$ cat config.mk
export PLATFORM = sky130hd
export DESIGN_NAME = fb_rd_arbiter
export DESIGN_NICKNAME = d
export VERILOG_FILES = /design/src/rtl/fb_rd_arbiter_pkg.sv /design/src/rtl/fb_burst_addr_gen.sv /design/src/rtl/fb_rd_arbiter.sv
export SDC_FILE = /design/constraint.sdc
export NUM_CORES = 1
export LEC_CHECK = 0
export BUFFER_PORTS_ARGS = -buffer_cell sky130_fd_sc_hd__buf_4
export CAP_MARGIN = 20
export CORE_UTILIZATION = 46
export DETAILED_ROUTE_END_ITERATION = 8
export PLACE_DENSITY = 0.76
export SKIP_CTS_REPAIR_TIMING = 1
export SLEW_MARGIN = 15
export SYNTH_ARGS = -nofsm -noshare
export SYNTH_HDL_FRONTEND = slang
export SYNTH_SLANG_ARGS = --single-unit
$ cat constraint.sdc
create_clock -name clk -period 1.8 [get_ports clk]
set_input_delay 0.36 -clock clk [delete_from_list [all_inputs] [get_ports clk]]
set_output_delay 0.36 -clock clk [all_outputs]
set_load 0.01 [all_outputs]
$ cat src/rtl/fb_rd_arbiter_pkg.sv
// Shared constants and encodings for the frame-buffer read arbiter.
// Image geometry, bus widths and the arbiter state/owner encodings.
package fb_rd_arbiter_pkg;

  localparam int c_img_cols    = 160;
  localparam int c_img_rows    = 120;
  localparam int c_img_pxls    = c_img_cols * c_img_rows;
  localparam int c_nb_img_pxls = 15;
  localparam int c_nb_buf      = 12;
  localparam int c_nb_burst    = 5;
  localparam int c_max_burst   = 16;

  typedef enum logic {
    st_idle  = 1'b0,
    st_burst = 1'b1
  } arb_state_t;

  typedef enum logic {
    own_disp = 1'b0,
    own_host = 1'b1
  } owner_t;

endpackage

$ cat src/rtl/fb_burst_addr_gen.sv
// Host burst address/length counter. Loads a start address and beat count,
// then advances one pixel per step, wrapping at the end of the image.
module fb_burst_addr_gen #(
  parameter int c_img_pxls    = 19200,
  parameter int c_nb_img_pxls = 15,
  parameter int c_nb_burst    = 5
) (
  input  logic                     clk,
  input  logic                     rst,
  input  logic                     load,
  input  logic [c_nb_img_pxls-1:0] load_addr,
  input  logic [c_nb_burst-1:0]    load_len,
  input  logic                     step,
  output logic [c_nb_img_pxls-1:0] addr,
  output logic                     last
);

  localparam logic [c_nb_img_pxls-1:0] c_addr_max = c_nb_img_pxls'(c_img_pxls - 1);

  logic [c_nb_img_pxls-1:0] addr_q;
  logic [c_nb_burst-1:0]    rem_q;

  always_ff @(posedge clk) begin
    if (rst) begin
      addr_q <= '0;
      rem_q  <= '0;
    end else if (load) begin
      addr_q <= load_addr;
      rem_q  <= load_len;
    end else if (step) begin
      addr_q <= (addr_q == c_addr_max) ? '0 : addr_q + c_nb_img_pxls'(1);
      rem_q  <= rem_q - c_nb_burst'(1);
    end
  end

  assign addr = addr_q;
  assign last = (rem_q == c_nb_burst'(1));

endmodule

$ cat src/rtl/fb_rd_arbiter.sv
// Frame-buffer read-port arbiter: display has strict priority, host bursts
// fill the remaining cycles; a registered owner tag routes the 1-cycle read data.
module fb_rd_arbiter #(
  parameter int c_img_cols    = fb_rd_arbiter_pkg::c_img_cols,
  parameter int c_img_rows    = fb_rd_arbiter_pkg::c_img_rows,
  parameter int c_nb_img_pxls = fb_rd_arbiter_pkg::c_nb_img_pxls,
  parameter int c_nb_buf      = fb_rd_arbiter_pkg::c_nb_buf,
  parameter int c_nb_burst    = fb_rd_arbiter_pkg::c_nb_burst
) (
  input  logic                     clk,
  input  logic                     rst,
  input  logic                     disp_req_i,
  input  logic [c_nb_img_pxls-1:0] disp_addr_i,
  output logic                     disp_vld_o,
  output logic [c_nb_buf-1:0]      disp_data_o,
  input  logic                     host_req_i,
  input  logic [c_nb_img_pxls-1:0] host_addr_i,
  input  logic [c_nb_burst-1:0]    host_len_i,
  output logic                     host_gnt_o,
  output logic                     host_vld_o,
  output logic [c_nb_buf-1:0]      host_data_o,
  output logic                     host_done_o,
  output logic [c_nb_img_pxls-1:0] fb_addr_o,
  input  logic [c_nb_buf-1:0]      fb_data_i
);

  import fb_rd_arbiter_pkg::*;

  // state | meaning
  // IDLE  | no burst owned; a legal host request is granted here
  // BURST | host beats issue on every cycle the display leaves free
  localparam int c_pxls = c_img_cols * c_img_rows;

  arb_state_t               state_q, state_d;
  logic                     len_ok;
  logic                     host_gnt;
  logic                     disp_issue;
  logic                     host_issue;
  logic                     burst_last;
  logic [c_nb_img_pxls-1:0] host_addr;
  logic [c_nb_img_pxls-1:0] fb_addr_q, fb_addr_d;
  logic                     vld_q;
  logic                     last_q;
  owner_t                   owner_q;

  assign len_ok = (host_len_i != '0) && (host_len_i <= c_nb_burst'(c_max_burst));

  always_comb begin
    state_d    = state_q;
    host_gnt   = 1'b0;
    disp_issue = 1'b0;
    host_issue = 1'b0;
    fb_addr_d  = fb_addr_q;
    // Nothing issues or is granted while reset is held.
    if (!rst) begin
      disp_issue = disp_req_i;
      case (state_q)
        st_idle: begin
          if (host_req_i && len_ok) begin
            host_gnt = 1'b1;
            state_d  = st_burst;
          end
        end
        st_burst: begin
          if (!disp_req_i) begin
            host_issue = 1'b1;
            if (burst_last) state_d = st_idle;
          end
        end
        default: state_d = st_idle;
      endcase
      if (disp_issue)      fb_addr_d = disp_addr_i;
      else if (host_issue) fb_addr_d = host_addr;
    end
  end

  always_ff @(posedge clk) begin
    if (rst) begin
      state_q   <= st_idle;
      fb_addr_q <= '0;
      vld_q     <= 1'b0;
      owner_q   <= own_disp;
      last_q    <= 1'b0;
    end else begin
      state_q   <= state_d;
      fb_addr_q <= fb_addr_d;
      vld_q     <= disp_issue | host_issue;
      owner_q   <= host_issue ? own_host : own_disp;
      last_q    <= host_issue & burst_last;
    end
  end

  fb_burst_addr_gen #(
    .c_img_pxls    (c_pxls),
    .c_nb_img_pxls (c_nb_img_pxls),
    .c_nb_burst    (c_nb_burst)
  ) u_addr_gen (
    .clk       (clk),
    .rst       (rst),
    .load      (host_gnt),
    .load_addr (host_addr_i),
    .load_len  (host_len_i),
    .step      (host_issue),
    .addr      (host_addr),
    .last      (burst_last)
  );

  // Read data returning during reset belongs to an aborted request.
  assign disp_vld_o  = vld_q & (owner_q == own_disp) & ~rst;
  assign host_vld_o  = vld_q & (owner_q == own_host) & ~rst;
  assign host_done_o = host_vld_o & last_q;
  assign host_gnt_o  = host_gnt;
  assign fb_addr_o   = fb_addr_d;
  assign disp_data_o = fb_data_i;
  assign host_data_o = fb_data_i;

endmodule

==> impl_metrics.ini, run 1 <==
[synth]
synth_seq_cells = 39
synthDominantAreaCellType = dfxtp_1
synth.top_cell.area_share = 0.290
yosys_most_used_dff = dfxtp_1
synth_async_sr_flop_share = 0
synth_warnings = 0
synth.distinct_cells = 50
synth-edff-count = 0
seq_area_frac_synth = 0.290
syn_nets = 394
mapped_cell_area_sq_mm = 0.00269
post_synth_inst_count = 340
synthesis.area_per_instance_sq_um = 7.91
netlist_top_cells_area = dfxtp_1 29%, nor2b_1 7.9%, buf_4 6.7%

[power]
netSwitchingFraction = 0.299
power.combinational.fraction = 0.278
power_switching_w = 0.000681
ir_worst_vdd_v = 0.000603
internal-power_w = 0.00160
power.density_cell_area_mw_per_mm2 = 684
total_leakage_power_nw = 1.29
clock_power_share = 0.289
power_frac_seq = 0.433

[critical_path]
cell_with_the_largest_stage_delay_on_the_worst_path = dfxtp_4
timing.critical_path.from_type = flip-flop
path_delay_family = flip-flops
reg2reg_launch_point = state_q
type_of_element_capturing_the_critical_path = primary output
cp.required_ns = 1.44
critical_path.max_stage_delay_ns = 0.40
cp_cell_sequence = nor2b_4 > buf_6 > a21oi_1 > o21ai_1 > buf_4
worst-r2r-setup-slack_ns = 0.14
crit_fanout = 8
count_of_buffering_cells_on_the_critical_path_with_inverters_included = 2
cp-startpoint = state_q
crit_arrival_ns = 1.44
timing_worst_setup_path_type = flip-flop to primary output
critical_path.reg2reg.endpoint = u_addr_gen.addr[3]
rr_worst_depth = 6
worst_setup_path_endpoint = fb_addr_o[5]
critical_path_depth = 5

[cells_and_area]
finalCoreUtilization = 0.597
drive_above_1_share = 0.309
post_route_standard_cell_area_excluding_fillers_sq_mm = 0.00333
diodes = 0
finish.net_count = 435
area_growth_syn_to_layout_pct = 23.8
fillerInstances = 523

[placed_design]
io_buffer_count = 57
detailed_place.area_sq_mm = 0.00311
global_placer_s_final_weighted_congestion = 0.904
place.detailed.hpwl_microns = 5000

[floorplanning]
design.die.area_sq_mm = 0.00616
die_x_microns = 78.5
placementRows = 27
area_of_the_core_sq_mm = 0.00557
boundaryPins = 94
initial_utilization = 0.482
die-height_microns = 78.5

[drt]
vias = 2592
route.final.wire_length_microns = 7060
first_pass_iters = 4
drt-vias-per-instance = 5.71
route.detailed.wl_per_inst_microns = 15.5
drt_iter0_markers = 153
route.antenna.remaining_nets = 0
detail_route.drc_violations = 0

[sta]
fin_crit_sh = 1.00
finalMaxSlewViolations = 0
final_hold_viol_count = 0
tightest_slew_ns = 0.511
setup_viol = 1
clock_period_minus_final_worst_setup_slack_ns = 1.80
timing.clock.skew_ns = 0.00589
worst_slack_ns = -0.00245
maxClockFrequency_mhz = 555
grt_setup_unrepaired = yes
relSlewSlack = 0.656

[cts]
tritoncts_num_sinks = 39
ctsHtreeMaxLevel = 2
cts_made_buffers = 5
insertion_delay_ns = 0.29
cts_tree = built
clkTransAtPathRegs_ns = 0.08
clock_tree.root_cell = clkbuf_8
cts_buffer_depth = 2

[global_routing]
maximum_number_of_pins_on_one_net_before_global_route_repair = 33
vias_in_the_first_global_route = 2548
grt_first_pass_wirelength_microns = 11700
global_route.overflow_total = 0
groute.usage.overall = 0.238
antenna_violations_before_repair = 0

[run_status]
status = finished, violations left
violated_checks = setup timing

[job]
maximum_capacitance_violations = 0

[hold_path]
holdCritPathClass = input pin to flip-flop
## worst reg2reg max path: cells and delay by family, from the launching register on
| family | cells | cell delay (ns) |
|---|---|---|
| buffers and inverters | 2 | 0.34 |
| DFF | 1 | 0.40 |
| muxes | 1 | 0.20 |
| and+or+nand+nor | 2 | 0.31 |
| AOI/OAI and AO/OA | 1 | 0.31 |
## final cells by class
class / instances / area (sq um) / share of cell area
well taps: 72 / 90.1 / 0.0271
flip-flops and latches: 39 / 785 / 0.236
repair buffers: 88 / 696 / 0.209
multi-input cells: 240 / 1630 / 0.490
clock buffers: 8 / 100 / 0.0301
inverters: 7 / 26.3 / 0.00789
## state kept, by name, summed over array words and instances (netlist names)
name              count
fb_addr_q            15
last_q                1
owner_q               1
state_q               1
u_addr_gen.addr      15
u_addr_gen.rem_q      5
vld_q                 1
## Yosys cell counts (all sizes together), types with 5 or more instances
| library cell | n |
|---|---|
| dfxtp | 39 |
| nor2b | 34 |
| buf | 32 |
| a21oi | 22 |
| clkbuf | 22 |
| nor3 | 22 |
| o21ai | 19 |
| a211oi | 17 |
| a22oi | 15 |
| nor2 | 12 |
| nand2 | 10 |
| nand3 | 8 |
| nor4 | 8 |
| and2 | 7 |
| inv | 7 |
| mux2i | 7 |
| o22ai | 6 |
| a311oi | 5 |
| nand2b | 5 |
| nand4 | 5 |
| xnor2 | 5 |
## kinds of logic after synthesis
| logic type | after synthesis | synth area share |
|---|---|---|
| buffers and inverters | 61 | 0.125 |
| AOI/OAI and AO/OA | 97 | 0.243 |
| adders and majority gates | 3 | 0.0140 |
| xor gates and xnor gates | 7 | 0.0228 |
| muxes | 8 | 0.0316 |
| and+or+nand+nor | 125 | 0.273 |
| DFF | 39 | 0.290 |
## worst min-delay path by stage
stage          depth (start not counted)                  end  slack, ns                start
6_report                               3         fb_addr_q[0]       0.34       disp_addr_i[0]
5_1_grt                                3         fb_addr_q[4]       0.35       disp_addr_i[4]
4_1_cts                                3         fb_addr_q[9]       0.34       disp_addr_i[9]
3_5_place_dp                           1  u_addr_gen.rem_q[3]       0.49  u_addr_gen.rem_q[3]
3_3_place_gp                           1  u_addr_gen.rem_q[3]       0.48  u_addr_gen.rem_q[3]
2_1_floorplan                          1  u_addr_gen.rem_q[3]       0.45  u_addr_gen.rem_q[3]
## stage by stage
| stage | worst slack [ns] | instances | TNS (ns) | hold WS [ns] | power, W |
|---|---|---|---|---|---|
| finish | -0.00245 | 454 | -0.00245 | 0.336 | 0.00228 |
| global route | -0.0609 | 454 | -0.426 | 0.351 | 0.00239 |
| CTS | -0.343 | 449 | -4.80 | 0.337 | 0.00224 |
| detailed placement | -0.330 | 441 | -5.10 | 0.487 | 0.00159 |
| global placement | -0.355 | 441 | -5.10 | 0.478 | 0.00157 |
| floorplan | 0.0165 | 340 | 0 | 0.453 | 0.00140 |
## layout by cell type (no fill, tap or decap), types with 3 or more instances in the layout
cell type	netlist	layout
a211oi_1	17	17
a21oi_1	22	17
a21oi_2	0	4
a22oi_1	15	15
a311oi_1	3	3
a31oi_1	3	3
and2_1	7	7
buf_4	24	83
clkbuf_8	0	7
dfxtp_1	39	38
ha_1	3	3
inv_1	7	6
mux2i_1	6	6
nand2_1	10	10
nand2b_1	5	4
nand3_1	8	8
nand3b_1	3	3
nand4_1	5	5
nor2_1	12	12
nor2b_1	34	31
nor3_1	22	22
nor4_1	6	6
o21ai_0	19	4
o21ai_1	0	14
o22ai_1	6	6
xnor2_1	5	5
## routing by layer
metal  track usage  vias to the layer above  routed length [microns]
met3        0.0465                       15                      441
met4         0.100                        0                      145
met2         0.398                       81                     3430
li1              -                     1292                        -
met5             0                        -                        0
met1         0.295                     1204                     3040
## power by group through the flow
stage               Clock (W)  Sequential [W]  Combinational, W
floorplan                   0        0.000983          0.000413
global placement            0         0.00100          0.000573
detailed placement          0         0.00100          0.000587
CTS                  0.000666        0.000983          0.000590
global route         0.000702        0.000997          0.000695
finish               0.000659        0.000986          0.000632
Note: power is estimated with default switching activity, not from simulation.
==> run 2, diff against run 1 <==
Settings changed: TNS_END_PERCENT set to 5.
==> impl_metrics.ini, run 2 (synthesized netlist as in run 1, its figures left out) <==
[floorplanning]
boundaryPins = 94
die_x_microns = 78.5
design.die.area_sq_mm = 0.00616
die-height_microns = 78.5
placementRows = 27
area_of_the_core_sq_mm = 0.00557
initial_utilization = 0.482

[cells_and_area]
area_growth_syn_to_layout_pct = 23.5
layout_commonest_cell = buf_4
finish.net_count = 435
post_route_standard_cell_area_excluding_fillers_sq_mm = 0.00332
layout.cells.most_common_list = 82 x buf_4, 38 x dfxtp_1, 32 x nor2b_1, 22 x nor3_1, 20 x a21oi_1
drive_above_1_share = 0.298
diodes = 0
fillerInstances = 526

[hold_path]
hold_end = fb_addr_q[0]
hold_path_depth = 3
hold_path_startpoint = disp_addr_i[0]
holdCritPathClass = input pin to flip-flop

[cts]
clkTransAtPathRegs_ns = 0.07
tritoncts_num_sinks = 39
cts_made_buffers = 5
insertion_delay_ns = 0.29
cts_tree = built
ctsHtreeMaxLevel = 2
cts_buffer_depth = 2
clock_tree.root_cell = clkbuf_8

[sta]
grt_setup_unrepaired = yes
worst_slack_ns = -0.000848
timing.clock.skew_ns = 0.00416
relSlewSlack = 0.659
final_hold_viol_count = 0
setup_viol = 1
fin_crit_sh = 1.00
maxClockFrequency_mhz = 555
finalMaxSlewViolations = 0
tightest_slew_ns = 0.506
clock_period_minus_final_worst_setup_slack_ns = 1.80
worst_hold_slack_ns = 0.336

[placed_design]
detailed_place.area_sq_mm = 0.00311
place.detailed.hpwl_microns = 5000
io_buffer_count = 57
global_placer_s_final_weighted_congestion = 0.904

[global_routing]
maximum_number_of_pins_on_one_net_before_global_route_repair = 33
global_route.overflow_total = 0
grt_first_pass_wirelength_microns = 11700
antenna_violations_before_repair = 0
vias_in_the_first_global_route = 2548
groute.usage.overall = 0.238

[critical_path]
critical_path.reg2reg.endpoint = u_addr_gen.addr[3]
cp_cell_sequence = nor2b_4 > buf_6 > a21oi_1 > o21ai_1 > buf_4
cell_with_the_largest_stage_delay_on_the_worst_path = dfxtp_4
critical_path.max_stage_delay_ns = 0.40
timing_worst_setup_path_type = flip-flop to primary output
rr_worst_depth = 6
type_of_element_capturing_the_critical_path = primary output
reg2reg_launch_point = state_q
worst-r2r-setup-slack_ns = 0.14
crit_arrival_ns = 1.44
cp.required_ns = 1.44
crit_fanout = 8
timing.critical_path.from_type = flip-flop

[drt]
vias = 2580
route.detailed.wl_per_inst_microns = 15.7
detail_route.drc_violations = 0
route.antenna.remaining_nets = 0
drt-vias-per-instance = 5.68
route.final.wire_length_microns = 7110
drt_iter0_markers = 164
first_pass_iters = 4

[power]
power.density_cell_area_mw_per_mm2 = 685
report.power.total_w = 0.00227
ir_worst_vdd_v = 0.000611
total_leakage_power_nw = 1.28

[run_status]
status = finished, violations left
violated_checks = setup timing

[job]
maximum_capacitance_violations = 0
[run 2: cell count changes in the layout (fill, tap and decap cells not counted)]
cell     change
nor2b_2      -1
buf_6        +1
a21oi_2      -3
nor2b_1      +1
a21oi_1      +3
buf_4        -1
[run 2: worst max path at each step]
stage / startpoint / to / slack (ns) / cells past startpoint
2_1_floorplan: host_len_i[0] / host_gnt_o / 0.02 / 5
3_3_place_gp: rst / fb_addr_o[5] / -0.36 / 5
3_5_place_dp: rst / fb_addr_o[5] / -0.33 / 5
4_1_cts: rst / fb_addr_o[5] / -0.34 / 5
5_1_grt: state_q / fb_addr_o[8] / -0.06 / 5
6_report: state_q / fb_addr_o[7] / -0.0008 / 5
[run 2: layout make-up]
class                           count  area, sq um  area share
Multi-Input combinational cell    240         1620       0.488
Sequential cell                    39          785       0.236
Timing Repair Buffer               88          699       0.211
Clock buffer                        8          100      0.0302
Tap cell                           72         90.1      0.0271
Inverter                            7         26.3     0.00792
[run 2: layer usage]
layer  vias to the layer above  track usage  share of wire
met1                      1201        0.295           0.44
met5                         -            0              0
met3                         9       0.0465          0.056
met2                        79        0.398           0.49
met4                         0        0.100          0.015
li1                       1291            -              -
[run 2: metrics by stage]
stage,setup TNS [ns],worst slack (ns),cells,util
finish,-0.000848,-0.000848,454,0.596
CTS,-4.80,-0.343,449,0.575
floorplan,0,0.0165,340,-
detailed placement,-5.10,-0.330,441,0.557
global placement,-5.10,-0.355,441,0.557
global route,-0.368,-0.0564,454,0.596
[run 2: critical path, delay by kind of cell (launching register included)]
kind                   cells  cell delay [ns]
DFF                        1             0.40
buffers and inverters      2             0.30
and+or+nand+nor            1             0.20
AOI/OAI and AO/OA          2             0.24
[run 2: report_power, final]
| part | internal (W) | switching (W) |
|---|---|---|
| combinational | 0.000317 | 0.000312 |
| sequential | 0.000928 | 0.0000590 |
| clock | 0.000350 | 0.000306 |
| total | 0.00160 | 0.000677 |
